$ cat config.mk
export PLATFORM = sky130hd
export DESIGN_NAME = seq_det_prog
export DESIGN_NICKNAME = d
export VERILOG_FILES = /design/src/rtl/seq_det_pkg.sv /design/src/rtl/seq_shift_cmp.sv /design/src/rtl/seq_det_prog.sv
export SDC_FILE = /design/constraint.sdc
export NUM_CORES = 1
export LEC_CHECK = 0
export BUFFER_PORTS_ARGS = -buffer_cell sky130_fd_sc_hd__buf_2
export CAP_MARGIN = 15
export CORE_UTILIZATION = 55
export CTS_CLUSTER_DIAMETER = 80
export DETAILED_ROUTE_END_ITERATION = 7
export PLACE_DENSITY_LB_ADDON = 0.15
export SLEW_MARGIN = 0
export SYNTH_ARGS = -nofsm -noshare
export SYNTH_HDL_FRONTEND = slang
export SYNTH_HIERARCHICAL = 1
export SYNTH_SLANG_ARGS = --single-unit
$ cat constraint.sdc
create_clock -name clk -period 3 [get_ports clk]
set_input_delay 0.45 -clock clk [delete_from_list [all_inputs] [get_ports clk]]
set_output_delay 0.45 -clock clk [all_outputs]
set_load 0.05 [all_outputs]
$ cat src/rtl/seq_det_pkg.sv
// seq_det_pkg
//   Shared types and helpers for the programmable sequence detector.
//   - state_t  : detector FSM state (FILL while history is short, HUNT once armed)
//   - len_w()  : width needed to hold a pattern length of 0..max_len
//   - len_mask(): right-aligned mask of n ones used to ignore compare bits above len
package seq_det_pkg;

    typedef enum logic {
        FILL = 1'b0,
        HUNT = 1'b1
    } state_t;

    // Upper bound on the mask the helper can build; callers size-cast the result.
    localparam int MASK_W = 64;

    function automatic int len_w(input int max_len);
        return $clog2(max_len + 1);
    endfunction

    function automatic logic [MASK_W-1:0] len_mask(input int n);
        logic [MASK_W-1:0] m;
        m = '0;
        for (int i = 0; i < MASK_W; i++) begin
            m[i] = (i < n);
        end
        return m;
    endfunction

endpackage

$ cat src/rtl/seq_shift_cmp.sv
// seq_shift_cmp
//   History shift register, masked pattern compare and fill counter.
//   Ports:
//     clk, rst   : clock, synchronous active-high reset
//     clr        : clear history and fill count (accepted config write)
//     shift      : sample din on this edge
//     restart    : zero the fill count on this shift (non-overlapping match)
//     din        : serial data bit
//     pattern    : right-aligned pattern, bit [len-1] is the oldest bit
//     len        : active pattern length
//     hit        : combinational, the bit being shifted in completes a match
//     fill_full  : combinational, after this shift at least len bits are held
module seq_shift_cmp
    import seq_det_pkg::*;
#(
    parameter int MAX_LEN = 8
) (
    input  logic                           clk,
    input  logic                           rst,
    input  logic                           clr,
    input  logic                           shift,
    input  logic                           restart,
    input  logic                           din,
    input  logic [MAX_LEN-1:0]             pattern,
    input  logic [$clog2(MAX_LEN+1)-1:0]   len,
    output logic                           hit,
    output logic                           fill_full
);

    localparam int LW = len_w(MAX_LEN);
    localparam logic [LW:0] INC_ONE = (LW+1)'(1);

    // Only MAX_LEN-1 past bits need storing: the incoming bit completes the window.
    logic [MAX_LEN-2:0] hist;
    logic [MAX_LEN-1:0] hist_nxt;
    logic [MAX_LEN-1:0] mask;
    logic [LW-1:0]      fill_cnt;
    logic [LW:0]        fill_inc;

    always_comb begin
        hist_nxt  = {hist, din};
        mask      = MAX_LEN'(len_mask(int'(len)));
        fill_inc  = {1'b0, fill_cnt} + INC_ONE;
        fill_full = (fill_inc >= {1'b0, len});
        hit       = shift && fill_full && ((hist_nxt & mask) == (pattern & mask));
    end

    // Fill count saturates at len; a non-overlapping match restarts it so the
    // next match has to be built from len fresh bits.
    always_ff @(posedge clk) begin
        if (rst || clr) begin
            hist     <= '0;
            fill_cnt <= '0;
        end else if (shift) begin
            hist <= hist_nxt[MAX_LEN-2:0];
            if (restart) begin
                fill_cnt <= '0;
            end else if (fill_cnt < len) begin
                fill_cnt <= fill_inc[LW-1:0];
            end
        end
    end

endmodule

$ cat src/rtl/seq_det_prog.sv
// seq_det_prog
//   Runtime-programmable serial sequence detector with overlap/non-overlap mode.
//   Ports:
//     clk, rst     : clock, synchronous active-high reset
//     din          : serial data bit, sampled when din_valid is high
//     din_valid    : data qualifier
//     cfg_we       : config write strobe (takes priority over din on the same edge)
//     cfg_pattern  : right-aligned pattern, bit [len-1] received first
//     cfg_len      : pattern length, legal range 1..MAX_LEN
//     cfg_overlap  : 1 = overlapping matches, 0 = non-overlapping
//     cnt_clr      : clear the match counter
//     dout         : registered one-cycle match pulse
//     match_cnt    : saturating match counter
//     cfg_err      : one-cycle pulse when a config write is rejected
//     armed        : enough history held to match (FSM in HUNT)
module seq_det_prog
    import seq_det_pkg::*;
#(
    parameter int                 MAX_LEN     = 8,
    parameter int                 CNT_W       = 16,
    parameter logic [MAX_LEN-1:0] DEF_PATTERN = MAX_LEN'(8'b0000_1011),
    parameter int                 DEF_LEN     = 4,
    parameter bit                 DEF_OVERLAP = 1'b1
) (
    input  logic                           clk,
    input  logic                           rst,
    input  logic                           din,
    input  logic                           din_valid,
    input  logic                           cfg_we,
    input  logic [MAX_LEN-1:0]             cfg_pattern,
    input  logic [$clog2(MAX_LEN+1)-1:0]   cfg_len,
    input  logic                           cfg_overlap,
    input  logic                           cnt_clr,
    output logic                           dout,
    output logic [CNT_W-1:0]               match_cnt,
    output logic                           cfg_err,
    output logic                           armed
);

    localparam int               LW        = len_w(MAX_LEN);
    localparam logic [LW-1:0]    MAX_LEN_L = LW'(MAX_LEN);
    localparam logic [CNT_W-1:0] CNT_MAX   = '1;
    localparam logic [CNT_W-1:0] CNT_ONE   = CNT_W'(1);

    logic [MAX_LEN-1:0] pattern_q;
    logic [LW-1:0]      len_q;
    logic               overlap_q;
    state_t             state;

    logic cfg_legal;
    logic load;
    logic shift;
    logic restart;
    logic hit;
    logic fill_full;

    // A config write on the same edge as valid data discards that data bit,
    // whether or not the write is accepted.
    always_comb begin
        cfg_legal = (cfg_len != '0) && (cfg_len <= MAX_LEN_L);
        load      = cfg_we && cfg_legal;
        shift     = din_valid && !cfg_we;
        restart   = hit && !overlap_q;
    end

    seq_shift_cmp #(
        .MAX_LEN (MAX_LEN)
    ) u_shift_cmp (
        .clk       (clk),
        .rst       (rst),
        .clr       (load),
        .shift     (shift),
        .restart   (restart),
        .din       (din),
        .pattern   (pattern_q),
        .len       (len_q),
        .hit       (hit),
        .fill_full (fill_full)
    );

    // Config, FSM, match pulse, counter and error pulse. cnt_clr coincident with
    // a match leaves the counter at one so that match is still counted.
    always_ff @(posedge clk) begin
        if (rst) begin
            pattern_q <= DEF_PATTERN;
            len_q     <= LW'(DEF_LEN);
            overlap_q <= DEF_OVERLAP;
            state     <= FILL;
            dout      <= 1'b0;
            match_cnt <= '0;
            cfg_err   <= 1'b0;
        end else begin
            dout    <= hit;
            cfg_err <= cfg_we && !cfg_legal;

            if (load) begin
                pattern_q <= cfg_pattern;
                len_q     <= cfg_len;
                overlap_q <= cfg_overlap;
                state     <= FILL;
            end else if (shift) begin
                case (state)
                    FILL:    if (fill_full && !restart) state <= HUNT;
                    HUNT:    if (restart) state <= FILL;
                    default: state <= FILL;
                endcase
            end

            if (cnt_clr) begin
                match_cnt <= hit ? CNT_ONE : '0;
            end else if (hit && (match_cnt != CNT_MAX)) begin
                match_cnt <= match_cnt + CNT_ONE;
            end
        end
    end

    assign armed = (state == HUNT);

endmodule

# Word-level counts from Yosys, hierarchy flattened
# Cells that the tools add are included.
totals:
  reg_bits: 43
  word_cells: 54
  input_bits: 19
  out_inout_bits: 19
classes:
  n_bitwise: 3
  n_eq_ne: 2
  n_mux: 8
  order_cmp: 11
  reduce_logical: 19
  n_addsub: 2
op_table:
  columns: ["op", "n"]
  rows:
  - ["16-bit 2-to-1 mux", 2]
  - ["16-bit by 1-bit adder with 16-bit output, second input constant", 1]
  - ["8-bit bitwise AND", 2]
  - ["3-bit by 4-bit less-than comparator with 1-bit output, first input constant", 4]
  - ["16-bit inequality test, second input constant", 1]
  - ["1-bit logical AND", 9]
  - ["8-bit == test", 1]
  - ["1-bit by 4-bit less-than comparator with 1-bit output, first input constant", 2]
  - ["2-bit by 4-bit less-than comparator with 1-bit output, first input constant", 2]
  - ["4-bit 2-to-1 mux", 2]
  - ["4-bit by 1-bit adder with 5-bit output, second input constant", 1]
  - ["5-bit by 4-bit >= comparator with 1-bit output", 1]
  - ["4-bit less-or-equal comparator, second input constant", 1]
  - ["1-bit logical NOT", 4]
  - ["4-bit less-than comparator", 1]
  - ["2-bit nonzero test", 2]
  - ["4-bit nonzero test", 1]
  - ["1-bit 2-to-1 mux", 3]
  - ["1-bit one-hot mux with 2 select lines", 1]
  - ["2-bit AND reduction", 1]
  - ["2-bit OR reduction", 1]
  - ["1-bit logical OR", 1]
  - ["1-bit NOT", 1]

# Depth between registers and ports, before layout
# Gate-level depths: netlist of run 1.
logic_depth:
  ltp_word: 9
  ltp_mapped: 12
  mapped_depth_nobuf: 11

# Cells and area by module
# The synthesis of run 1 kept the hierarchy.
modules_own_cells:
  columns: ["mod", "area_per_inst_um2", "instances", "cells_per_inst", "seq_area_each_um2"]
  rows:
  - ["seq_det_prog", 1442.6, 1, 158, 640.6]
  - ["seq_shift_cmp", 799.5, 1, 88, 220.2]

# Worst setup path after synthesis of run 1
# No wires, ideal clock.
synth_path:
  path_kind: "flip-flop to flip-flop"
  startpoint: "register u_shift_cmp.fill_cnt[0]"
  endpoint: "register match_cnt[11]"
  path_slack_ps: 604
  t_arrival_ps: 2264
  synth_period_minus_slack_ps: 2396
  n_path_buf: 2
  setup_time_ps: 132
  stages_incl_launch_ff: 13
  required_ps: 2868
  cell_sequence: "dfxtp_1 > ha_1 > xor2_1 > ha_1 > o21ai_0 > o21ai_0 > and3_1 > inv_1 > a41o_1 > buf_6 > buf_2 > o31ai_1 > a21oi_1"
synth_via:
  elab_chain_len: 6
synth_rtl:
  columns: ["element", "line", "text"]
  rows:
  - ["start, declared", "seq_shift_cmp.sv:37", "logic [LW-1:0] fill_cnt;"]
  - ["start signal, assigned", "seq_shift_cmp.sv:59", "fill_cnt <= fill_inc[LW-1:0];"]
  - ["4-bit by 1-bit adder with 5-bit output", "seq_shift_cmp.sv:43", "fill_inc = {1'b0, fill_cnt} + INC_ONE;"]
  - ["5-bit by 4-bit >= comparator with 1-bit output", "seq_shift_cmp.sv:44", "fill_full = (fill_inc >= {1'b0, len});"]
  - ["net fill_full", "seq_det_prog.sv:55", "logic fill_full;"]
  - ["1-bit logical AND (2 in series)", "seq_shift_cmp.sv:45", "hit = shift && fill_full && ((hist_nxt & mask) == (pattern & mask));"]
  - ["net hit", "seq_det_prog.sv:54", "logic hit;"]
  - ["1-bit logical AND", "seq_det_prog.sv:111", "end else if (hit && (match_cnt != CNT_MAX)) begin"]
  - ["2-bit nonzero test (no line)", null, null]
  - ["end signal, assigned", "seq_det_prog.sv:110", "match_cnt <= hit ? CNT_ONE : '0;"]
  - ["end signal, assigned", "seq_det_prog.sv:112", "match_cnt <= match_cnt + CNT_ONE;"]
  - ["end, declared", "seq_det_prog.sv:35", "output logic [CNT_W-1:0] match_cnt,"]
# The timed path passes the listed nets, and every way through them passes these cells.
# A chain may end at the register's enable or synchronous reset.

# Worst setup path after layout of run 1
layout_path:
  startpoint: "register u_shift_cmp.fill_cnt[0]"
  endpoint: "register match_cnt[13]"
# Same word-level chain as after synthesis.

==> impl_metrics.py, run 1 <==
metrics = {
    "floorplan": {
        "rows": 22,
        "die_w_microns": 65.9,
        "initial_core_util_pct": 59.5,
        "core_area_sq_um": 3770,
        "die_h_microns": 65.9,
        "pin_count": 38,
        "die-area_sq_um": 4340,
    },
    "min_path": {
        "hold_path.class": "primary input to flop",
        "hold_start": "cfg_pattern[1]",
    },
    "worst_setup_path": {
        "cp.required_ns": 3.23,
        "cp.arrival_ns": 2.90,
        "crit_chain": "ha_1, xor2_1, ha_1, o21ai_0, o21ai_1, and3_1, inv_1, a41o_4, or4_1, a21oi_1",
        "crit_family": "compound AO/OA/AOI/OAI gates",
        "crit_path_max_fanout": 22,
        "max_stage_delay_ns": 0.52,
        "slowest_stage": "or4_1",
        "end_kind": "flop",
        "rr_startpoint": "u_shift_cmp/fill_cnt[0]",
        "worstSetupStartpoint": "u_shift_cmp/fill_cnt[0]",
        "cp-start-kind": "flop",
        "criticalPathCategory": "flop to flop",
        "crit_path_frequent_cell": "ha_1",
        "cp_num_buf_inv": 1,
    },
    "drt": {
        "drt-initial-drc-count": 157,
        "antenna_left": 0,
        "wl_per_cell_microns": 14.6,
        "vias": 2003,
        "routed_wl_mm": 4.83,
        "vias_per_cell": 6.03,
        "post-route-drc-count": 0,
        "drt-pass1-iter-count": 4,
    },
    "timing": {
        "tightest_slew_ns": 0.401,
        "rsz0062_at_grt": "false",
        "max_freq_mhz": 374,
        "finalCritPeriodShare_pct": 89.1,
        "slew-limit-headroom_pct": 73.3,
        "fin_worst_skew_ns": 0.00287,
        "post-route-min-period_ns": 2.67,
        "setup_violations": 0,
        "finalMaxSlewViolations": 0,
        "tns_ns": 0,
        "holdWs_ns": 0.355,
        "hold_viol": 0,
    },
    "global_routing": {
        "grt_overflow": 0,
        "grt_pass1_wl_mm": 8.18,
        "grt_max_degree": 23,
        "antenna_found_initial": 0,
        "grt_pass1_vias": 1808,
        "track_usage_pct": 24.6,
    },
    "yosys": {
        "yosysUniqueCellTypes": 54,
        "synth_nets": 275,
        "synthTopCellsByArea": "dfxtp_1, mux2i_1, ha_1",
        "synth_top_area_share_pct": 38.4,
        "syn_area_per_cell_sq_um": 9.11,
        "syn_area_sq_um": 2240,
        "ys_seq_area_share_pct": 38.4,
        "synth_common_cells": "dfxtp_1, a21oi_1, nand2_1, nor2_1, mux2i_1",
        "yosys_warnings": 6,
        "synth_top_cell_by_area": "dfxtp_1",
        "ys_ff_latch": 43,
        "synthFlopType": "dfxtp_1",
        "ys_async_sr_fraction_pct": 0,
        "synth_most_common_cell": "dfxtp_1",
        "netlist_instances": 246,
        "synth_edf_count": 0,
    },
    "final_layout": {
        "drive_above_1_share_pct": 20.4,
        "syn2layout_area_growth_pct": 14.0,
        "antennaDiodeCount": 0,
        "nNetsFinal": 312,
    },
    "run": {
        "drv_cap": 0,
    },
    "outcome": {
        "status": "finished clean",
    },
    "placement": {
        "dpl.hpwl_mm": 3.52,
        "numPortBuffers": 37,
        "place.gp.congestion": 0.933,
    },
    "power": {
        "p_leak_nw": 1.01,
        "powerDensity_nw_per_um2": 434,
        "irDropWorstVdd_mv": 0.335,
    },
    "cts": {
        "cts.path.max_buffers": 2,
        "clk_pin_slew_ns": 0.08,
        "clk_latency_ns": 0.29,
        "cts_buffers": 5,
        "cts_tree": "done",
        "htree_num_levels": 2,
        "cts-root-buf": "clkbuf_8",
        "clock-sinks": 43,
    },
}
registers in the layout (all words and copies together) (netlist names):
register	cells
cfg_err	1
match_cnt	16
dout	1
u_shift_cmp/fill_cnt	4
u_shift_cmp/hist	7
len_q	4
overlap_q	1
pattern_q	8
armed	1
kinds of logic (layout without fill, tap and decap cells):
| group | count (synthesis) | in the layout | synth area share [%] |
|---|---|---|---|
| compound gates | 61 | 61 | 18.2 |
| xor+xnor | 11 | 11 | 4.30 |
| fa+ha+maj | 10 | 10 | 5.58 |
| buf+inv | 17 | 55 | 3.74 |
| flops | 43 | 43 | 38.4 |
| mux | 16 | 16 | 7.20 |
| simple gates | 88 | 88 | 22.5 |
cell usage in the layout, fill, tap and decap left out, types with 4 or more instances in the layout:
cell / n
or4_1: 4
mux2i_1: 15
a211o_1: 4
nor2_1: 17
o211ai_1: 4
nand4_1: 5
inv_1: 8
buf_2: 37
nand3_1: 5
clkbuf_8: 7
xor2_1: 5
nand2_1: 17
and2_1: 7
xnor2_1: 6
or3_1: 9
o31ai_1: 4
o21ai_0: 10
and3_1: 4
a21oi_1: 18
a211oi_1: 4
ha_1: 10
dfxtp_1: 43
per-stage QoR:
| step | utilization, % | total power [mW] | area [sq um] | setup slack, ns | cells |
|---|---|---|---|---|---|
| 2_1_floorplan | - | 0.687 | 2240 | 0.604 | 246 |
| 3_3_place_gp | 64.8 | 0.716 | 2440 | 0.289 | 324 |
| 3_5_place_dp | 64.8 | 0.720 | 2440 | 0.180 | 324 |
| 4_1_cts | 67.5 | 1.12 | 2540 | 0.150 | 332 |
| 5_1_grt | 67.8 | 1.15 | 2560 | 0.0374 | 332 |
| 6_report | 67.8 | 1.11 | 2560 | 0.326 | 332 |
layer usage:
metal	part of all wire (%)	vias up	track usage (%)
met4	1.3	0	8.42
li1	-	988	-
met3	5.0	6	6.38
met5	0	-	0
met2	45	52	36.9
met1	48	957	33.9
report_power, final:
group / switching (mW) / leakage (nW) / total [mW] / internal, mW
sequential: 0.0128 / 0.349 / 0.596 / 0.584
combinational: 0.0630 / 0.610 / 0.112 / 0.0486
clock: 0.191 / 0.0515 / 0.401 / 0.210
area by class of cell:
cell class              instances  area, sq um
flip-flops and latches         43          861
inverters                       9         33.8
multi-input cells             186         1310
repair buffers                 38          193
well taps                      48         60.1
fillers                       307         1210
clock buffers                   8          100
final timing paths:
| kind | end | slack, ns | cells after the start |
|---|---|---|---|
| worst min-delay path | pattern_q[1] | 0.36 | 2 |
| worst max register to register | match_cnt[13] | 0.33 | 10 |
| worst max-delay path | match_cnt[13] | 0.33 | 10 |
| worst min register to register | overlap_q | 0.49 | 2 |
repair_timing:
action                                  in CTS  in global routing
endpoints found under the hold margin        0                  0
endpoints found under the setup margin       0                 12
resized for setup                            0                  3
hold buffers                                 0                  0
setup buffers                                0                  0
Power figures use the tool's default switching activity.
==> run 2: changes to the inputs <==
==> constraint.sdc (replaced) <==
create_clock -name clk -period 3 [get_ports clk]
set_input_delay 0 -clock clk [delete_from_list [all_inputs] [get_ports clk]]
set_output_delay 0 -clock clk [all_outputs]
set_load 0.05 [all_outputs]
==> run 2 against run 1 <==
First-iteration DRC count increased by 11%. Sequential power about the same. Largest power group unchanged. Critical path type unchanged. Via count increased by 1.5%. Critical endpoint is now match_cnt[9]. Die area unchanged. Clock skew increased by 0.0052 ns. Flip-flop and latch count unchanged. Clock power decreased by 12%. Utilization increased by 3.2 points. Hold slack got worse by 0.34 ns.
==> impl_metrics.py, run 2 (synthesis results as in run 1) <==
metrics = {
    "final_layout": {
        "most-common-layout-cells": "dfxtp_1, buf_2, a21oi_1",
        "syn2layout_area_growth_pct": 19.4,
        "reg_top3": "match_cnt: 16 flops, pattern_q: 8 flops, u_shift_cmp/hist: 7 flops",
        "antennaDiodeCount": 0,
        "drive_above_1_share_pct": 19.1,
        "nNetsFinal": 326,
        "largest_register_ffs": 16,
        "final_common_cell": "dfxtp_1",
        "regMostFlops": "match_cnt",
    },
    "timing": {
        "hold_viol": 0,
        "post-route-min-period_ns": 2.70,
        "tns_ns": 0,
        "rsz0062_at_grt": "false",
        "slew-limit-headroom_pct": 72.3,
        "max_freq_mhz": 370,
        "holdWs_ns": 0.0150,
        "tightest_slew_ns": 0.416,
        "finalCritPeriodShare_pct": 90.1,
        "fin_worst_skew_ns": 0.00808,
        "setup_violations": 0,
        "setup_ws_ns": 0.297,
        "finalMaxSlewViolations": 0,
    },
    "placement": {
        "numPortBuffers": 37,
        "place.gp.congestion": 0.858,
        "dpl.hpwl_mm": 3.49,
        "pre_cts_slack_ns": 0.150,
    },
    "cts": {
        "clk_pin_slew_ns": 0.08,
        "cts_tree": "done",
        "cts-root-buf": "clkbuf_8",
        "cts_buffers": 5,
        "clk_latency_ns": 0.30,
        "cts.path.max_buffers": 2,
        "clock-sinks": 43,
        "htree_num_levels": 2,
    },
    "floorplan": {
        "pin_count": 38,
        "die-area_sq_um": 4340,
        "core_area_sq_um": 3770,
        "initial_core_util_pct": 59.5,
        "die_w_microns": 65.9,
        "die_h_microns": 65.9,
        "rows": 22,
    },
    "global_routing": {
        "grt_overflow": 0,
        "antenna_found_initial": 0,
        "grt_pass1_vias": 1866,
        "track_usage_pct": 25.8,
        "grt_max_degree": 23,
        "grt_pass1_wl_mm": 8.51,
    },
    "power": {
        "share_seq_of_total_power_pct": 55.5,
        "powerDensity_nw_per_um2": 402,
        "switching_share_pct": 24.9,
        "net-switching-power_mw": 0.268,
        "p_comb_share_pct": 11.7,
        "p_int_mw": 0.808,
        "irDropWorstVdd_mv": 0.288,
        "p_leak_nw": 1.06,
        "p_clk_share_pct": 32.9,
    },
    "drt": {
        "wl_per_cell_microns": 14.5,
        "post-route-drc-count": 0,
        "drt-initial-drc-count": 175,
        "vias": 2034,
        "vias_per_cell": 5.88,
        "drt-pass1-iter-count": 4,
        "routed_wl_mm": 5.02,
        "antenna_left": 0,
    },
    "worst_setup_path": {
        "cp.required_ns": 3.23,
        "end_kind": "flop",
        "cp-start-kind": "flop",
        "crit_path_max_fanout": 22,
        "cp.arrival_ns": 2.93,
        "criticalPathCategory": "flop to flop",
    },
    "outcome": {
        "status": "finished clean",
    },
    "run": {
        "drv_cap": 0,
    },
    "min_path": {
        "hold_path.class": "primary input to flop",
    },
}
-- run 2: power by group through the flow --
stage / registers (mW) / logic [mW] / clock network, mW
after CTS: 0.596 / 0.124 / 0.364
after detailed placement: 0.610 / 0.109 / 0
final: 0.597 / 0.126 / 0.354
after global placement: 0.609 / 0.107 / 0
after global routing: 0.599 / 0.140 / 0.389
after floorplan: 0.609 / 0.0772 / 0
-- run 2: stage by stage --
stage                     util (%)  power (mW)  area (sq um)  instances
after floorplan                  -       0.687          2240        246
after global placement        64.8       0.717          2440        324
after detailed placement      64.8       0.719          2440        324
after CTS                     70.7        1.08          2670        346
after global routing          71.0        1.13          2680        346
final                         71.0        1.08          2680        346
-- run 2: worst max-delay path, stage by stage (launching register included) --
cell	delay (ns)
dfxtp_1	0.41
ha_1	0.27
xor2_1	0.19
ha_1	0.19
o21ai_0	0.10
o21ai_1	0.16
and3_1	0.22
inv_1	0.09
a41o_4	0.32
or4_1	0.52
a21oi_1	0.16
-- run 2: timing repair --
item | in CTS | in global routing
endpoints found under the setup margin | 0 | 10
gates resized for setup | 0 | 3
hold endpoints to repair | 14 | 0
buffers inserted | 0 | 0
hold buffers | 14 | 0
-- run 2: path summary, 6_finish.rpt --
kind	from	end	slack, ns	cells past startpoint
worst max-delay path	u_shift_cmp/fill_cnt[0]	match_cnt[9]	0.30	10
worst min-delay path	cfg_len[1]	len_q[1]	0.02	3
worst max register to register	u_shift_cmp/fill_cnt[0]	match_cnt[9]	0.30	10
worst min register to register	pattern_q[7]	pattern_q[7]	0.48	2
-- run 2: layer usage --
| layer | wire length [microns] | track usage (%) | vias up |
|---|---|---|---|
| li1 | - | - | 1018 |
| met1 | 2460 | 35.6 | 965 |
| met2 | 2320 | 39.7 | 49 |
| met3 | 228 | 6.03 | 2 |
| met4 | 10 | 7.34 | 0 |
| met5 | 0 | 0 | - |
-- run 2: area by class of cell --
class	instances	area, sq um
Sequential cell	43	861
Fill cell	307	1090
Tap cell	48	60.1
Inverter	9	33.8
Clock inverter	1	5.00
Timing Repair Buffer	52	333
Multi-Input combinational cell	186	1310
Clock buffer	7	76.3
==> run 3: changes to the inputs <==
- CORE_ASPECT_RATIO: not set -> 0.6
==> run 3 against run 2 <==
The flow now finishes with violations (DRC). Routed wire length rose by 3.8%. Largest cell class unchanged. Maximum frequency fell by 3.6%. Critical path type unchanged. Die area rose by 0.19%. Highest routed layer unchanged. Combinational power barely moved. Via count rose by 0.54%.
==> impl_metrics.py, run 3 (synthesis results as in run 1) <==
metrics = {
    "power": {
        "power_mw": 1.11,
        "powerDensity_nw_per_um2": 415,
        "p_leak_nw": 1.07,
        "irDropWorstVdd_mv": 0.408,
    },
    "cts": {
        "clock-sinks": 43,
        "cts.path.max_buffers": 2,
        "cts_buffers": 5,
        "cts_setup_buffers": 0,
        "clk_pin_slew_ns": 0.09,
        "clk_latency_ns": 0.30,
        "htree_num_levels": 2,
        "cts_tree": "done",
        "cts-root-buf": "clkbuf_8",
    },
    "final_layout": {
        "nNetsFinal": 327,
        "reg_top3": "match_cnt: 16 flops, pattern_q: 8 flops, u_shift_cmp/hist: 7 flops",
        "drive_above_1_share_pct": 19.4,
        "syn2layout_area_growth_pct": 19.8,
        "regMostFlops": "match_cnt",
        "final_util_pct": 71.0,
        "most-common-layout-cells": "dfxtp_1, buf_2, a21oi_1",
        "largest_register_ffs": 16,
        "antennaDiodeCount": 0,
        "num-fill-cells": 315,
        "final_common_cell": "dfxtp_1",
    },
    "drt": {
        "wl_per_cell_microns": 15.1,
        "routed_wl_mm": 5.21,
        "post-route-drc-count": 6,
        "vias": 2045,
        "antenna_left": 0,
        "drt-initial-drc-count": 111,
        "vias_per_cell": 5.91,
        "drt-pass1-iter-count": 6,
    },
    "floorplan": {
        "rows": 17,
        "die-area_sq_um": 4340,
        "pin_count": 38,
        "core_area_sq_um": 3790,
        "die_w_microns": 84.4,
        "initial_core_util_pct": 59.2,
        "die_h_microns": 51.5,
    },
    "placement": {
        "dpl.hpwl_mm": 3.80,
        "numPortBuffers": 37,
        "place.gp.congestion": 0.911,
    },
    "timing": {
        "fin_worst_skew_ns": 0.0117,
        "hold_viol": 0,
        "finalMaxSlewViolations": 0,
        "post-route-min-period_ns": 2.81,
        "finalCritPeriodShare_pct": 93.5,
        "rsz0062_at_grt": "false",
        "tightest_slew_ns": 0.439,
        "max_freq_mhz": 356,
        "setup_violations": 0,
        "tns_ns": 0,
        "slew-limit-headroom_pct": 70.7,
    },
    "min_path": {
        "hold_path.class": "primary input to flop",
    },
    "global_routing": {
        "grt_pass1_vias": 1778,
        "track_usage_pct": 26.2,
        "grt_overflow": 0,
        "grt_pass1_wl_mm": 8.57,
        "grt_max_degree": 23,
        "antenna_found_initial": 0,
    },
    "worst_setup_path": {
        "crit_chain": "ha_1, xor2_1, ha_1, o21ai_0, o21ai_1, and3_1, inv_1, a41o_1, buf_4, or3_1, a21oi_1",
        "crit_path_max_fanout": 13,
        "cp-start-kind": "flop",
        "crit_path_frequent_cell": "ha_1",
        "slowest_stage": "dfxtp_1",
        "end_kind": "flop",
        "max_stage_delay_ns": 0.42,
        "cp.required_ns": 3.23,
        "criticalPathCategory": "flop to flop",
        "cp.arrival_ns": 3.04,
    },
    "outcome": {
        "status": "complete, but fails checks",
        "violations": "DRC",
    },
    "run": {
        "drv_cap": 0,
    },
}
run 3: changes by cell type in the layout (fill, tap and decap cells not counted), sizes merged:
cell  before  now
buf       38   39
run 3: timing repair:
item                                    4_1_cts  5_1_grt
endpoints found under the setup margin        0        8
hold buffers                                 14        0
hold endpoints to repair                     14        0
gates resized for setup                       0        1
run 3: worst paths after layout:
kind / start / to / slack [ns] / depth (start not counted)
worst max register to register: u_shift_cmp/fill_cnt[0] / match_cnt[5] / 0.19 / 11
worst min register to register: overlap_q / overlap_q / 0.49 / 2
worst max-delay path: u_shift_cmp/fill_cnt[0] / match_cnt[5] / 0.19 / 11
worst min-delay path: cfg_len[1] / len_q[1] / 0.01 / 3
run 3: metal layers:
layer	wire, microns	global-route usage [%]	up-vias
met3	243	6.30	7
li1	-	-	1011
met5	0	0	-
met1	2830	38.2	966
met4	64	8.47	0
met2	2080	37.8	61
run 3: critical path: cells and delay by family (launching register included):
family	cells	cell delay (ns)
AND/OR/NAND/NOR	2	0.58
XOR/XNOR	1	0.18
adder cells (fa/ha/maj)	2	0.48
buffers and inverters	2	0.32
flip-flops	1	0.42
AO/OA/AOI/OAI	4	0.77
run 3: layout make-up:
cell class | count | area (sq um) | area share [%]
clock buffer | 7 | 86.3 | 3.21
clock inverter | 1 | 8.76 | 0.326
inverter | 9 | 33.8 | 1.26
multi-input combinational | 186 | 1300 | 48.3
sequential | 43 | 861 | 32.0
tap | 47 | 58.8 | 2.19
timing repair buffer | 53 | 340 | 12.7
run 3: report_power, final:
part	total, mW	switching, mW	internal, mW
Sequential	0.596	0.0129	0.584
Combinational	0.129	0.0677	0.0609
Clock	0.389	0.200	0.189
Total	1.11	0.281	0.833
run 3: through the flow:
stage | setup WS (ns) | hold slack, ns | cell area (sq um) | cells
after detailed placement | 0.181 | 0.208 | 2450 | 324
after floorplan | 0.604 | 0.118 | 2240 | 246
after global placement | 0.365 | 0.201 | 2450 | 324
final | 0.195 | 0.0114 | 2690 | 346
after CTS | 0.173 | 0.00363 | 2690 | 346
after global routing | 0.0000890 | 0.0162 | 2690 | 346
